[src/rtl/adder_arb_pkg.sv]
// Shared definitions for the adder arbiter: FSM state encoding and the
// default parameter values used by the interface, arbiter and top level.
package adder_arb_pkg;

  typedef enum logic {
    RUN   = 1'b0,
    DRAIN = 1'b1
  } state_e;

  localparam int DEF_DATA_WIDTH  = 16;
  localparam int DEF_NUM_REQ     = 4;
  localparam int DEF_ADD_LATENCY = 2;

endpackage

[src/rtl/adder_arbiter_if.sv]
// Bus bundle between the requesters / external shared adder and the arbiter.
// The slave modport is the arbiter's view; master is the environment's view.
interface adder_arbiter_if
  import adder_arb_pkg::*;
#(
  parameter int DATA_WIDTH = DEF_DATA_WIDTH,
  parameter int NUM_REQ    = DEF_NUM_REQ
);
  localparam int ID_W = $clog2(NUM_REQ);

  // requester side
  logic [NUM_REQ-1:0]            iv_req_valid;
  logic [NUM_REQ-1:0]            ov_req_ready;
  logic [NUM_REQ*DATA_WIDTH-1:0] iv_req_a;
  logic [NUM_REQ*DATA_WIDTH-1:0] iv_req_b;
  logic [NUM_REQ-1:0]            iv_req_cin;
  logic                          i_drain;

  // shared adder side
  logic [DATA_WIDTH-1:0]         ov_add_a;
  logic [DATA_WIDTH-1:0]         ov_add_b;
  logic                          o_add_cin;
  logic                          o_add_en;
  logic [DATA_WIDTH-1:0]         iv_add_sum;
  logic                          i_add_cout;

  // response side
  logic [NUM_REQ-1:0]            ov_rsp_valid;
  logic [DATA_WIDTH-1:0]         ov_rsp_sum;
  logic                          o_rsp_cout;
  logic [ID_W-1:0]               ov_rsp_id;
  logic                          o_idle;

  modport slave (
    input  iv_req_valid, iv_req_a, iv_req_b, iv_req_cin, i_drain,
    input  iv_add_sum, i_add_cout,
    output ov_req_ready, ov_add_a, ov_add_b, o_add_cin, o_add_en,
    output ov_rsp_valid, ov_rsp_sum, o_rsp_cout, ov_rsp_id, o_idle
  );

  modport master (
    output iv_req_valid, iv_req_a, iv_req_b, iv_req_cin, i_drain,
    output iv_add_sum, i_add_cout,
    input  ov_req_ready, ov_add_a, ov_add_b, o_add_cin, o_add_en,
    input  ov_rsp_valid, ov_rsp_sum, o_rsp_cout, ov_rsp_id, o_idle
  );

endinterface

[src/rtl/rr_arbiter.sv]
// Round-robin arbiter: combinational one-hot grant searching upward from the
// pointer; the pointer moves to one past the winner only when a grant is made.
module rr_arbiter
  import adder_arb_pkg::*;
#(
  parameter int NUM_REQ = DEF_NUM_REQ
) (
  input  logic                       i_clk,
  input  logic                       i_rst_n,
  input  logic [NUM_REQ-1:0]         iv_req,
  input  logic                       i_en,
  output logic [NUM_REQ-1:0]         ov_grant,
  output logic [$clog2(NUM_REQ)-1:0] ov_grant_id
);
  localparam int ID_W = $clog2(NUM_REQ);

  logic [ID_W-1:0] ptr_q;
  logic [ID_W-1:0] cand;
  logic            found;

  // Index arithmetic modulo NUM_REQ, valid for non-power-of-two counts.
  function automatic logic [ID_W-1:0] wrap_add(input logic [ID_W-1:0] base, input int off);
    int s;
    s = int'(base) + off;
    if (s >= NUM_REQ) s = s - NUM_REQ;
    return ID_W'(s);
  endfunction

  // Pick the first requester at or after the pointer.
  always_comb begin
    // NOTE: every output of a combinational block gets a default first, so
    // no path leaves a value unassigned and no latch is inferred.
    ov_grant    = '0;
    ov_grant_id = '0;
    found       = 1'b0;
    cand        = '0;
    for (int i = 0; i < NUM_REQ; i++) begin
      cand = wrap_add(ptr_q, i);
      if (i_en && !found && iv_req[cand]) begin
        ov_grant[cand] = 1'b1;
        ov_grant_id    = cand;
        found          = 1'b1;
      end
    end
  end

  // Advance the pointer past the winner; hold it when nobody is granted.
  always_ff @(posedge i_clk or negedge i_rst_n) begin
    // NOTE: state is updated with non-blocking assignments so every flop
    // samples pre-edge values regardless of statement order.
    if (!i_rst_n)      ptr_q <= '0;
    else if (|ov_grant) ptr_q <= wrap_add(ov_grant_id, 1);
  end

endmodule

[src/rtl/adder_arbiter.sv]
// Shares one external pipelined adder between NUM_REQ requesters. Grants are
// round-robin, operands are registered toward the adder, and a tag pipeline
// of depth ADD_LATENCY+1 routes each result back to its requester in order.
module adder_arbiter
  import adder_arb_pkg::*;
#(
  parameter int DATA_WIDTH  = DEF_DATA_WIDTH,
  parameter int NUM_REQ     = DEF_NUM_REQ,
  parameter int ADD_LATENCY = DEF_ADD_LATENCY
) (
  input logic             i_clk,
  input logic             i_rst_n,
  adder_arbiter_if.slave  bus
);
  localparam int ID_W = $clog2(NUM_REQ);

  state_e                state_q, state_d;
  logic [NUM_REQ-1:0]    grant;
  logic [ID_W-1:0]       grant_id;
  logic                  grant_en;
  logic                  issue;

  logic [DATA_WIDTH-1:0] req_a [NUM_REQ];
  logic [DATA_WIDTH-1:0] req_b [NUM_REQ];

  logic [DATA_WIDTH-1:0] add_a_q, add_b_q;
  logic                  add_cin_q, add_en_q;

  logic [ADD_LATENCY:0]  tag_v;
  logic [ID_W-1:0]       tag_id [ADD_LATENCY+1];

  logic [NUM_REQ-1:0]    rsp_valid;

  // Unpack the flat operand buses into per-requester words.
  for (genvar r = 0; r < NUM_REQ; r++) begin : g_unpack
    assign req_a[r] = bus.iv_req_a[r*DATA_WIDTH +: DATA_WIDTH];
    assign req_b[r] = bus.iv_req_b[r*DATA_WIDTH +: DATA_WIDTH];
  end

  // Grants only in RUN with drain low; gating with reset keeps ready low
  // while reset is held even though the grant path is combinational.
  assign grant_en = i_rst_n && (state_q == RUN) && !bus.i_drain;

  rr_arbiter #(.NUM_REQ(NUM_REQ)) u_rr (
    .i_clk       (i_clk),
    .i_rst_n     (i_rst_n),
    .iv_req      (bus.iv_req_valid),
    .i_en        (grant_en),
    .ov_grant    (grant),
    .ov_grant_id (grant_id)
  );

  // Ready is only ever raised for a valid requester, so ready alone marks
  // the handshake.
  assign bus.ov_req_ready = grant;
  assign issue            = |grant;

  // FSM state register.
  always_ff @(posedge i_clk or negedge i_rst_n) begin
    if (!i_rst_n) state_q <= RUN;
    else          state_q <= state_d;
  end

  // FSM next state: drain level directly selects the mode.
  always_comb begin
    state_d = state_q;
    case (state_q)
      RUN:     if (bus.i_drain)  state_d = DRAIN;
      DRAIN:   if (!bus.i_drain) state_d = RUN;
      default: state_d = RUN;
    endcase
  end

  // Capture the winner's operands on the grant edge; hold otherwise.
  always_ff @(posedge i_clk or negedge i_rst_n) begin
    if (!i_rst_n) begin
      add_a_q   <= '0;
      add_b_q   <= '0;
      add_cin_q <= 1'b0;
      add_en_q  <= 1'b0;
    end else begin
      add_en_q <= 1'b1;
      if (issue) begin
        add_a_q   <= req_a[grant_id];
        add_b_q   <= req_b[grant_id];
        add_cin_q <= bus.iv_req_cin[grant_id];
      end
    end
  end

  assign bus.ov_add_a  = add_a_q;
  assign bus.ov_add_b  = add_b_q;
  assign bus.o_add_cin = add_cin_q;
  assign bus.o_add_en  = add_en_q;

  // Tag pipeline: stage k holds the op issued k+1 cycles ago, so the last
  // stage lines up with the adder output.
  always_ff @(posedge i_clk or negedge i_rst_n) begin
    if (!i_rst_n) begin
      // NOTE: the tag storage is reset as a whole; clearing the valid bits
      // is what drops in-flight operations, the ids are cleared for a
      // deterministic state after reset.
      tag_v <= '0;
      for (int i = 0; i <= ADD_LATENCY; i++) tag_id[i] <= '0;
    end else begin
      tag_v[0]  <= issue;
      tag_id[0] <= grant_id;
      for (int i = 1; i <= ADD_LATENCY; i++) begin
        tag_v[i]  <= tag_v[i-1];
        tag_id[i] <= tag_id[i-1];
      end
    end
  end

  // One-hot result strobe for the requester at the end of the tag pipe.
  always_comb begin
    rsp_valid = '0;
    if (tag_v[ADD_LATENCY]) rsp_valid[tag_id[ADD_LATENCY]] = 1'b1;
  end

  assign bus.ov_rsp_valid = rsp_valid;
  assign bus.ov_rsp_sum   = bus.iv_add_sum;
  assign bus.o_rsp_cout   = bus.i_add_cout;
  assign bus.ov_rsp_id    = tag_id[ADD_LATENCY];
  assign bus.o_idle       = (state_q == DRAIN) && (tag_v == '0);

endmodule

[src/flat_wrapper.sv]
// flat-port wrapper written by rule: the top's interface ports become plain ports
module adder_arbiter_flat import adder_arb_pkg::*;
#(
  parameter int DATA_WIDTH  = DEF_DATA_WIDTH,
  parameter int NUM_REQ     = DEF_NUM_REQ,
  parameter int ADD_LATENCY = DEF_ADD_LATENCY
)
  (i_clk, i_rst_n, bus_iv_req_valid, bus_iv_req_a, bus_iv_req_b, bus_iv_req_cin, bus_i_drain, bus_iv_add_sum, bus_i_add_cout, bus_ov_req_ready, bus_ov_add_a, bus_ov_add_b, bus_o_add_cin, bus_o_add_en, bus_ov_rsp_valid, bus_ov_rsp_sum, bus_o_rsp_cout, bus_ov_rsp_id, bus_o_idle);
  adder_arbiter_if #(.DATA_WIDTH(DATA_WIDTH), .NUM_REQ(NUM_REQ)) bus_i ();
  input logic i_clk;
  input logic i_rst_n;
  input wire logic [$bits(bus_i.iv_req_valid)-1:0] bus_iv_req_valid;
  input wire logic [$bits(bus_i.iv_req_a)-1:0] bus_iv_req_a;
  input wire logic [$bits(bus_i.iv_req_b)-1:0] bus_iv_req_b;
  input wire logic [$bits(bus_i.iv_req_cin)-1:0] bus_iv_req_cin;
  input wire logic [$bits(bus_i.i_drain)-1:0] bus_i_drain;
  input wire logic [$bits(bus_i.iv_add_sum)-1:0] bus_iv_add_sum;
  input wire logic [$bits(bus_i.i_add_cout)-1:0] bus_i_add_cout;
  output wire logic [$bits(bus_i.ov_req_ready)-1:0] bus_ov_req_ready;
  output wire logic [$bits(bus_i.ov_add_a)-1:0] bus_ov_add_a;
  output wire logic [$bits(bus_i.ov_add_b)-1:0] bus_ov_add_b;
  output wire logic [$bits(bus_i.o_add_cin)-1:0] bus_o_add_cin;
  output wire logic [$bits(bus_i.o_add_en)-1:0] bus_o_add_en;
  output wire logic [$bits(bus_i.ov_rsp_valid)-1:0] bus_ov_rsp_valid;
  output wire logic [$bits(bus_i.ov_rsp_sum)-1:0] bus_ov_rsp_sum;
  output wire logic [$bits(bus_i.o_rsp_cout)-1:0] bus_o_rsp_cout;
  output wire logic [$bits(bus_i.ov_rsp_id)-1:0] bus_ov_rsp_id;
  output wire logic [$bits(bus_i.o_idle)-1:0] bus_o_idle;
  assign bus_i.iv_req_valid = bus_iv_req_valid;
  assign bus_i.iv_req_a = bus_iv_req_a;
  assign bus_i.iv_req_b = bus_iv_req_b;
  assign bus_i.iv_req_cin = bus_iv_req_cin;
  assign bus_i.i_drain = bus_i_drain;
  assign bus_i.iv_add_sum = bus_iv_add_sum;
  assign bus_i.i_add_cout = bus_i_add_cout;
  assign bus_ov_req_ready = bus_i.ov_req_ready;
  assign bus_ov_add_a = bus_i.ov_add_a;
  assign bus_ov_add_b = bus_i.ov_add_b;
  assign bus_o_add_cin = bus_i.o_add_cin;
  assign bus_o_add_en = bus_i.o_add_en;
  assign bus_ov_rsp_valid = bus_i.ov_rsp_valid;
  assign bus_ov_rsp_sum = bus_i.ov_rsp_sum;
  assign bus_o_rsp_cout = bus_i.o_rsp_cout;
  assign bus_ov_rsp_id = bus_i.ov_rsp_id;
  assign bus_o_idle = bus_i.o_idle;
  adder_arbiter #(.DATA_WIDTH(DATA_WIDTH), .NUM_REQ(NUM_REQ), .ADD_LATENCY(ADD_LATENCY)) u_core (.i_clk(i_clk), .i_rst_n(i_rst_n), .bus(bus_i));
endmodule
[config.mk]
export PLATFORM = sky130hd
export DESIGN_NAME = adder_arbiter_flat
export DESIGN_NICKNAME = d
export VERILOG_FILES = /design/src/rtl/adder_arb_pkg.sv /design/src/rtl/adder_arbiter_if.sv /design/src/rtl/rr_arbiter.sv /design/src/rtl/adder_arbiter.sv /design/src/flat_wrapper.sv
export SDC_FILE = /design/constraint.sdc
export NUM_CORES = 1
export LEC_CHECK = 0
export BUFFER_PORTS_ARGS = -buffer_cell sky130_fd_sc_hd__buf_2
export CORE_UTILIZATION = 35
export CTS_CLUSTER_SIZE = 28
export DETAILED_ROUTE_END_ITERATION = 8
export GPL_TIMING_DRIVEN = 0
export PLACE_DENSITY_LB_ADDON = 0.2
export SLEW_MARGIN = 0
export SYNTH_ARGS = -nofsm -noshare
export SYNTH_HDL_FRONTEND = slang
export SYNTH_HIERARCHICAL = 1
export SYNTH_SLANG_ARGS = --single-unit
export TNS_END_PERCENT = 1
[constraint.sdc]
create_clock -name i_clk -period 4.43 [get_ports i_clk]
set_input_delay 0.443 -clock i_clk [delete_from_list [all_inputs] [get_ports i_clk]]
set_output_delay 0.443 -clock i_clk [all_outputs]
set_load 0.05 [all_outputs]
==> flow_summary.yaml <==
run_status:
  status: "finished clean"
global_routing:
  grt-ovfl-total: 0
  grt_max_degree: 48
  grt_pass1_wl_um: 13000
  grt_pass1_vias: 2627
  antenna_found_initial: 0
  track_usage: 0.171
cts:
  ctsHoldBuffers: 0
  cts_tree: "done"
  cts_setup_buffers: 0
  cts_root_buf: "clkbuf_8"
  cts.sinks: 46
  clockBufferDepth: 2
  cts_buffers: 5
  cts_resized: 0
  h-tree-depth: 2
  path_clk_slew_ns: 0.08
  insertion_delay_ns: 0.29
timing:
  worst_pin_slew_ns: 1.02
  slew_headroom: 0.322
  skew_ns: 0.00389
  timing.final.crit_share: 0.926
  max_freq_mhz: 244
  finalSetupViolations: 0
  min_period_ns: 4.10
  slew_viol_final: 0
  fin_ws_ns: 0.329
  tns_ns: 0
  rsz0062_at_grt: "false"
  finalHoldViolCount: 0
routing:
  remaining_drc_errors: 0
  drt_pass1_iterations: 5
  viasPerCell: 5.05
  drt-wirelength-per-cell_um: 15.2
  wl_um: 8320
  num_vias: 2755
  drtIter0Drc: 78
  antenna_left: 0
cells_and_area:
  drive_gt1_frac: 0.721
  synthToLayoutAreaGrowth_pct: 38.5
  layout.nets: 601
  n_antenna_cell: 0
power:
  power_mw: 2.70
  p_clk_frac: 0.098
  power.leakage_nw: 2.16
  peakVddDrop_mv: 0.275
  pwr-share-comb: 0.647
  p_int_mw: 1.35
  power_density_mw_per_mm2: 609
  power_switching_mw: 1.35
  p_seq_frac: 0.255
  swShare: 0.499
synth:
  synth_edf_count: 0
  ys_ff_latch: 46
  synth.most_common_cell: "dfrtp_1"
  synthTopCellsByArea: "dfrtp_1 (36%), mux4_2 (26%), mux2_2 (12%), buf_4 (5.2%), ha_1 (3.1%)"
  syn_area_mm2: 0.00320
  ys_types: 41
  synth_top_cell_by_area: "dfrtp_1"
  synth.top_cells.by_count: "dfrtp_1 (46), mux4_2 (37), mux2_2 (33), buf_4 (22), nand2_1 (10)"
  synthArstFlopShare: 1.00
  yosys_warnings: 6
  synth_area_per_cell_um2: 13.9
  synth_top_area_share: 0.360
  ys_seq_area_frac: 0.360
  synthesis.nets: 394
  synth_top_flop_cell: "dfrtp_1"
  syn_inst: 230
worst_setup_path:
  crit_path_cell_trace: "clkbuf_1 > inv_1 > ha_1 > mux4_2 > nand2b_1 > o21ai_0 > a32oi_1 > o21a_1 > clkbuf_1 > buf_2 > mux4_2 > mux2_2"
  cpPeakStageDelay_ns: 0.58
  start_kind: "flop"
  end_kind: "flop"
  crit_start: "u_core/u_rr/ptr_q[1]"
  worstSetupPathType: "reg -> reg"
  rrSetupSlack_ns: 0.33
  cp_data_arrival_time_ns: 4.28
  reg2reg_from: "u_core/u_rr/ptr_q[1]"
  critical_path.max_fanout: 10
  reg2regPathDepth: 12
  endpoint: "u_core/bus.ov_add_a[1]"
  r2r_end: "u_core/bus.ov_add_a[1]"
  critPathRequiredTime_ns: 4.60
  crit_path_top_delay_cell: "mux4_2"
floorplan:
  die-area_mm2: 0.00952
  ioPinCount: 218
  design.core.area_mm2: 0.00876
  die_y_um: 97.6
  rows: 34
  die_w_um: 97.6
  start_util: 0.365
place:
  dpl.hpwl_um: 6670
  port_buffers: 200
  routabilityCongestion: 0.830
  place_ws_ns: 0.320
min_path:
  hold_path_depth: 1
  hold_path_class: "in -> reg"
flow_run:
  drv_cap: 0
[worst max-delay path, delay by kind of cell, from the launching register on]
family / cells / cell delay, ns
mux: 3 / 1.20
buf+inv: 4 / 1.19
compound gates: 3 / 0.55
fa+ha+maj: 1 / 0.48
flops: 1 / 0.42
simple gates: 1 / 0.13
[metal layers]
layer / vias up / routed length, um / GRT usage
met3: 10 / 586 / 0.0381
met2: 137 / 4310 / 0.303
met4: 0 / 134 / 0.0452
met5: - / 0 / 0
li1: 1288 / - / -
met1: 1320 / 3290 / 0.210
[placed cells by master, fill, tap and decap left out, drive strengths merged, types with 3 or more instances in the layout]
master  instances
nand2b          3
nor2            5
mux2           33
a22oi           4
inv             6
ha              8
nand2          10
a21oi           8
clkbuf          8
nor4b           3
buf           232
o21ai           4
dfrtp          46
mux4           37
[power groups by stage]
stage / Sequential [mW] / Combinational [mW] / Clock (mW)
floorplan: 1.24 / 0.803 / 0
global placement: 0.691 / 1.74 / 0
detailed placement: 0.698 / 1.76 / 0
CTS: 0.690 / 1.76 / 0.275
global route: 0.712 / 1.85 / 0.295
finish: 0.687 / 1.74 / 0.263
[cells by family after synthesis]
family                     after synthesis  share of synthesized area
AOI/OAI and AO/OA                       31                     0.0728
adders and majority gates                8                     0.0313
buffers and inverters                   40                     0.0904
DFF                                     46                      0.360
muxes                                   72                      0.383
other                                    1                    0.00117
and+or+nand+nor                         32                     0.0607
[how the worst min path moves through the flow]
stage	startpoint	to
2_1_floorplan	i_rst_n	u_core/bus.o_add_cin
6_report	bus_i_drain	u_core/state_q
3_3_place_gp	u_core/tag_id[5]	u_core/tag_id[3]
5_1_grt	bus_i_drain	u_core/state_q
4_1_cts	bus_i_drain	u_core/state_q
3_5_place_dp	u_core/tag_id[3]	u_core/bus.ov_rsp_id[1]
[per-stage QoR]
stage                util  std cells  hold slack (ns)  area, um2
global placement    0.494        538            0.336       4330
global route        0.505        546            0.246       4430
floorplan               -        230            0.147       3200
finish              0.505        546            0.274       4430
detailed placement  0.494        538            0.335       4330
CTS                 0.505        546            0.265       4430
[sequential cells by signal, summed over array words and instances (netlist names)]
name,cells
u_core/bus.o_add_cin,1
u_core/state_q,1
u_core/bus.ov_add_b,16
u_core/bus.ov_rsp_id,2
u_core/bus.o_add_en,1
u_core/bus.ov_add_a,16
u_core/tag_id,4
u_core/u_rr/ptr_q,2
u_core/tag_v,3
[area by class of cell]
| cell class | instances | area (um2) |
|---|---|---|
| timing repair buffer | 200 | 1000 |
| tap | 108 | 135 |
| clock buffer | 6 | 82.6 |
| sequential | 46 | 1150 |
| clock inverter | 2 | 12.5 |
| fill | 811 | 4340 |
| multi-input combinational | 144 | 1760 |
| buffer | 34 | 267 |
| inverter | 6 | 22.5 |
Power figures use the tool's default switching activity.
